--- config.mk ---
export PLATFORM = sky130hd
export DESIGN_NAME = o_star_normalizer
export DESIGN_NICKNAME = d
export VERILOG_FILES = /design/src/rtl/o_star_normalizer.sv
export SDC_FILE = /design/constraint.sdc
export NUM_CORES = 1
export LEC_CHECK = 0
export ABC_AREA = 1
export CAP_MARGIN = 10
export CORE_ASPECT_RATIO = 0.8
export CORE_MARGIN = 1
export CORE_UTILIZATION = 32
export DETAILED_ROUTE_END_ITERATION = 16
export PLACE_DENSITY = 0.65
export SLEW_MARGIN = 20
export SYNTH_ARGS = -nofsm -noshare
export SYNTH_HDL_FRONTEND = slang
export SYNTH_SLANG_ARGS = --single-unit
--- constraint.sdc ---
create_clock -name clk -period 11.8 [get_ports clk]
set_clock_uncertainty 0.1 [all_clocks]
set_input_delay 2.36 -clock clk [delete_from_list [all_inputs] [get_ports clk]]
set_output_delay 2.36 -clock clk [all_outputs]
set_load 0.005 [all_outputs]
--- src/rtl/o_star_normalizer.sv ---
// O* accumulator and normalizer: sums expmul vector pairs into a running
// accumulator, then on the last key tile divides numerator elements by the
// denominator (element 0) one at a time and presents a Q0.7 row downstream.

`ifndef MAX_EMBEDDING_DIM
`define MAX_EMBEDDING_DIM 4
`endif

module o_star_normalizer #(
    parameter int DIM       = `MAX_EMBEDDING_DIM + 1,
    parameter int ACC_W     = 27,
    parameter int OUT_W     = 8,
    parameter int FRAC_BITS = 7
) (
    input  logic                    clk,
    input  logic                    rst,
    input  logic                    vld_in,
    output logic                    rdy_out,
    input  logic signed [ACC_W-1:0] exp_v_in [DIM],
    input  logic signed [ACC_W-1:0] exp_o_in [DIM],
    input  logic                    last_in,
    output logic signed [ACC_W-1:0] o_star_prev_out [DIM],
    output logic                    vld_out,
    input  logic                    rdy_in,
    output logic signed [OUT_W-1:0] o_out [DIM]
);

    localparam int IDX_W = (DIM > 2) ? $clog2(DIM) : 1;
    localparam int CNT_W = $clog2(FRAC_BITS + 1);
    localparam logic [IDX_W-1:0] LAST_IDX = IDX_W'(DIM - 1);
    localparam logic [CNT_W-1:0] LAST_CNT = CNT_W'(FRAC_BITS);

    typedef enum logic [1:0] {
        ACCUM = 2'd0,
        DIV   = 2'd1,
        OUT   = 2'd2
    } state_t;

    state_t state;
    state_t state_nxt;

    logic signed [ACC_W-1:0] acc [DIM];
    logic [IDX_W-1:0]        idx;
    logic [CNT_W-1:0]        cnt;

    // divider working registers
    logic [ACC_W:0]          rem;
    logic [ACC_W:0]          den;
    logic [FRAC_BITS-1:0]    quo;
    logic                    neg;
    logic                    den_zero_r;
    logic                    sat_r;

    // divider combinational terms
    logic signed [ACC_W-1:0] num;
    logic [ACC_W:0]          num_mag;
    logic                    den_zero;
    logic                    num_sat;
    logic [ACC_W:0]          rem_sh;
    logic                    bit_nxt;
    logic [ACC_W:0]          rem_nxt;
    logic [FRAC_BITS-1:0]    quo_nxt;

    // Saturating add of two accumulator elements: one extra bit of headroom,
    // clamp when the two top bits disagree.
    function automatic logic signed [ACC_W-1:0] sat_sum(
        input logic signed [ACC_W-1:0] a,
        input logic signed [ACC_W-1:0] b
    );
        logic signed [ACC_W:0] s;
        s = {a[ACC_W-1], a} + {b[ACC_W-1], b};
        if (s[ACC_W] != s[ACC_W-1])
            sat_sum = s[ACC_W] ? {1'b1, {(ACC_W-1){1'b0}}} : {1'b0, {(ACC_W-1){1'b1}}};
        else
            sat_sum = s[ACC_W-1:0];
    endfunction

    // Final Q0.7 element: forced zero, saturated, or the sign-applied magnitude.
    function automatic logic signed [OUT_W-1:0] quot_out(
        input logic [FRAC_BITS-1:0] q,
        input logic                 is_neg,
        input logic                 is_zero,
        input logic                 is_sat
    );
        logic signed [OUT_W-1:0] mag;
        mag = {1'b0, q};
        if (is_zero)
            quot_out = '0;
        else if (is_sat)
            quot_out = is_neg ? {1'b1, {FRAC_BITS{1'b0}}} : {1'b0, {FRAC_BITS{1'b1}}};
        else
            quot_out = is_neg ? -mag : mag;
    endfunction

    // Setup-cycle magnitude/limit checks and one restoring-division step.
    always_comb begin
        num      = acc[idx];
        num_mag  = num[ACC_W-1] ? -{num[ACC_W-1], num} : {num[ACC_W-1], num};
        den_zero = acc[0][ACC_W-1] || (acc[0] == '0);
        num_sat  = !den_zero && (num_mag >= {1'b0, acc[0]});
        rem_sh   = rem << 1;
        bit_nxt  = (rem_sh >= den);
        rem_nxt  = bit_nxt ? (rem_sh - den) : rem_sh;
        quo_nxt  = (quo << 1) | FRAC_BITS'(bit_nxt);
    end

    // State register.
    always_ff @(posedge clk or posedge rst) begin
        if (rst)
            state <= ACCUM;
        else
            state <= state_nxt;
    end

    // Next-state logic.
    always_comb begin
        state_nxt = state;
        case (state)
            ACCUM:   if (vld_in && last_in) state_nxt = DIV;
            DIV:     if ((cnt == LAST_CNT) && (idx == LAST_IDX)) state_nxt = OUT;
            OUT:     if (rdy_in) state_nxt = ACCUM;
            default: state_nxt = ACCUM;
        endcase
    end

    // Handshake outputs decoded from state.
    always_comb begin
        rdy_out = (state == ACCUM);
        vld_out = (state == OUT);
    end

    // Accumulator, element index, iteration counter and output row.
    always_ff @(posedge clk or posedge rst) begin
        if (rst) begin
            idx <= IDX_W'(1);
            cnt <= '0;
            for (int i = 0; i < DIM; i++) begin
                acc[i]   <= '0;
                o_out[i] <= '0;
            end
        end else begin
            case (state)
                ACCUM: begin
                    if (vld_in) begin
                        for (int i = 0; i < DIM; i++)
                            acc[i] <= sat_sum(exp_v_in[i], exp_o_in[i]);
                        if (last_in) begin
                            idx <= IDX_W'(1);
                            cnt <= '0;
                        end
                    end
                end
                DIV: begin
                    if (cnt == LAST_CNT) begin
                        o_out[idx] <= quot_out(quo_nxt, neg, den_zero_r, sat_r);
                        cnt        <= '0;
                        if (idx != LAST_IDX)
                            idx <= idx + IDX_W'(1);
                    end else begin
                        cnt <= cnt + CNT_W'(1);
                    end
                end
                OUT: begin
                    if (rdy_in)
                        for (int i = 0; i < DIM; i++)
                            acc[i] <= '0;
                end
                default: ;
            endcase
        end
    end

    // Divider datapath: load on the setup cycle, shift-subtract on the rest.
    always_ff @(posedge clk) begin
        if (state == DIV) begin
            if (cnt == '0) begin
                rem        <= num_mag;
                den        <= {1'b0, acc[0]};
                quo        <= '0;
                neg        <= num[ACC_W-1];
                den_zero_r <= den_zero;
                sat_r      <= num_sat;
            end else begin
                rem <= rem_nxt;
                quo <= quo_nxt;
            end
        end
    end

    // Accumulator fed straight back to expmul.
    always_comb begin
        for (int i = 0; i < DIM; i++)
            o_star_prev_out[i] = acc[i];
    end

endmodule
==> run metrics <==
synth unique cells 54; core area 0.0722 mm^2; EDFF count, synth 63; # fillers between 7000 and 8000; clk root buf clkbuf_16; Avg Inst Size Synth 6.58 um^2; M2 GR Usage 39.3%; crit path max fanout 17; most frequent cell after synthesis nand2_1; First DRT Iteration DRCs 2350; htree depth 1; std cell rows 88; flop and latch count out of synthesis between 200 and 250; post-route cell area 0.0297 mm^2; Die W 304 um; Max-cap violations 0; Worst-path clk slew 60 ps; number of synthesis warnings 0; GRT met3 Usage 2.91%; Core Util, Final 41.1%; Synth Cell Area 0.0234 mm^2; met1 GRT Util 36.1%; clock sink total 246; Pre-antenna DRT Iters 6; worst skew pair latency 570 ps; post-route ant nets 0; Final min period 6140 ps; most frequent cells after synthesis 989 x nand2_1, 449 x inv_1, 349 x nand3_1; Worst Tran Pin Value 1020 ps; Clock Path Buffers 3; Worst Hold Class flip-flop to flip-flop; wire length per cell 19.3 um; Arrival @ worst endpoint 6520 ps; Die Y-Extent 244 um; Vias 25700; HPWL Detailed 78400 um; Setup WS pre-CTS 5120 ps; main area contributors after synthesis dfrtp_1 19%, nand2_1 16%, ha_1 11%; Area growth, synth to finish 27.1%; static leakage roughly 14 nW; post-placement cell area 0.0287 mm^2; Via density around 5.2; post-synth top area share between 10% and 20%; RSZ-0062 raised after global routing false; Worst VDD drop 0.000127 V; PwrDens 247 mW/mm^2; gpl congestion 0.989; vias in the first global route ~24000; CTS tree yes; final wirelength approximately 95000 um; initial core utilization 32.4%; relative slew slack between 30% and 40%; fin nets around 4500; Syn Inst Count 3554; Peak Freq 163 MHz; final worst-path cycle share 52.0%; grt ovf 0; Final Setup Violations 0; outcome complete, no violations; I/O pin count 452; fraction of registers with async set/reset about three quarters; initial antenna violation count 3; Mapped Nets 4039; Post-CTS Setup Repair Bufs 0; WP data required 12180 ps; GRT Total Usage 24.9%; CP Launch Type input port; largest net degree at the start of global routing 125; first-pass GRT wire length 145000 um; Worst Slack Setup Final 5660 ps; die area roughly 0.074 mm^2; setup TNS 0 ps; DRC Markers 0; layout cell share with drive strength beyond 1 3.59%; GRT Max-Usage Layer met2; CP Class input port to flip-flop; Crit. End Element flip-flop; count of final hold-check violations 0; post-synth top area cell dfrtp_1; Post-synth top flop dfrtp_1; PortBufs 451; Final Max Slew Viols 0; post-cts sizing count 0; post-synthesis sequential area ratio 27.7%; hold_buf cts 0; CTS Buf Count 28
-- cell families after synthesis --
family | synth area share, %
compound gates | 15.1
xor+xnor | 2.09
fa+ha+maj | 11.4
buf+inv | 9.41
flops | 27.7
simple gates | 34.3
-- metal layers --
layer | up-vias | wire length, um
met5 | - | 27
met4 | 4 | 2080
met3 | 108 | 6100
met2 | 916 | 41800
met1 | 12100 | 45200
li1 | 12600 | -
-- power by group --
part	switching, W	internal (W)
clock	0.000378	0.000558
sequential	0.000474	0.00133
combinational	0.00285	0.00174
total	0.00371	0.00363
-- critical path, cell delays in order --
cell,delay (ps)
clkdlybuf4s50_1,460
ha_1,260
fa_1,220
nand2_1,60
o21ai_0,500
nand2_1,100
nand2_1,140
nand3_1,110
nand3_1,140
nand2_1,60
nand3_1,90
xor2_1,250
inv_1,80
ha_1,530
clkinv_1,580
nand3_1,330
nand3_1,110
o21ai_0,130
-- path summary, 6_finish.rpt --
path / slack (ps) / cells after the start / to / from
max: 5660 / 18 / o_star_prev_out[67] / exp_v_in[54]
min: 380 / 0 / den[26] / o_star_prev_out[134]
max reg2reg: 6890 / 24 / sat_r / idx[2]
min reg2reg: 380 / 0 / den[26] / o_star_prev_out[134]
max in group asynchronous: 7950 / 3 / o_star_prev_out[7] / rst
min in group asynchronous: 2240 / 2 / o_star_prev_out[79] / rst
-- stage by stage --
stage | hold slack, ps | total power, W | std cells
floorplan | 370 | 0.00448 | 3554
global placement | 355 | 0.00628 | 4882
detailed placement | 366 | 0.00633 | 4882
CTS | 381 | 0.00729 | 4933
global route | 395 | 0.00793 | 4934
finish | 379 | 0.00733 | 4934
-- state kept, by name, indices dropped and copies added, names as in the netlist --
register and flops:
rem 27, den_zero_r 1, sat_r 1, quo 6, o_out 40, state 2, idx 3, den 27
neg 1, o_star_prev_out 135, cnt 3
-- final cells by class --
| cell class | count | area (um^2) | share of cell area [%] |
|---|---|---|---|
| clock inverter | 7 | 100 | 0.337 |
| multi-input combinational | 2768 | 14700 | 49.5 |
| timing repair buffer | 464 | 4610 | 15.5 |
| tap | 945 | 1180 | 3.98 |
| antenna | 1 | 2.50 | 0.00842 |
| inverter | 459 | 1740 | 5.85 |
| sequential | 246 | 6470 | 21.8 |
| clock buffer | 44 | 885 | 2.98 |
-- cells in the final DEF, fill, tap and decap left out, types with 12 or more instances in the layout --
cell type and count:
nand2_1 988, clkdlybuf4s50_1 451, inv_1 448, nand3_1 349, o21ai_0 299, nor2_1 294, a21oi_1 222, ha_1 204
dfrtp_1 182, nand4_1 85, edfxtp_1 63, nor3_1 43, xnor2_1 37, clkbuf_16 31, a21o_1 27, o211ai_1 25
o21a_1 19, or2_2 18, xor2_1 17, nand2_2 15, o21bai_1 14, o21ai_1 13, nor2_2 13, buf_4 13
nand3b_1 12, nor2_4 12
Note: power is estimated with default switching activity, not from simulation.
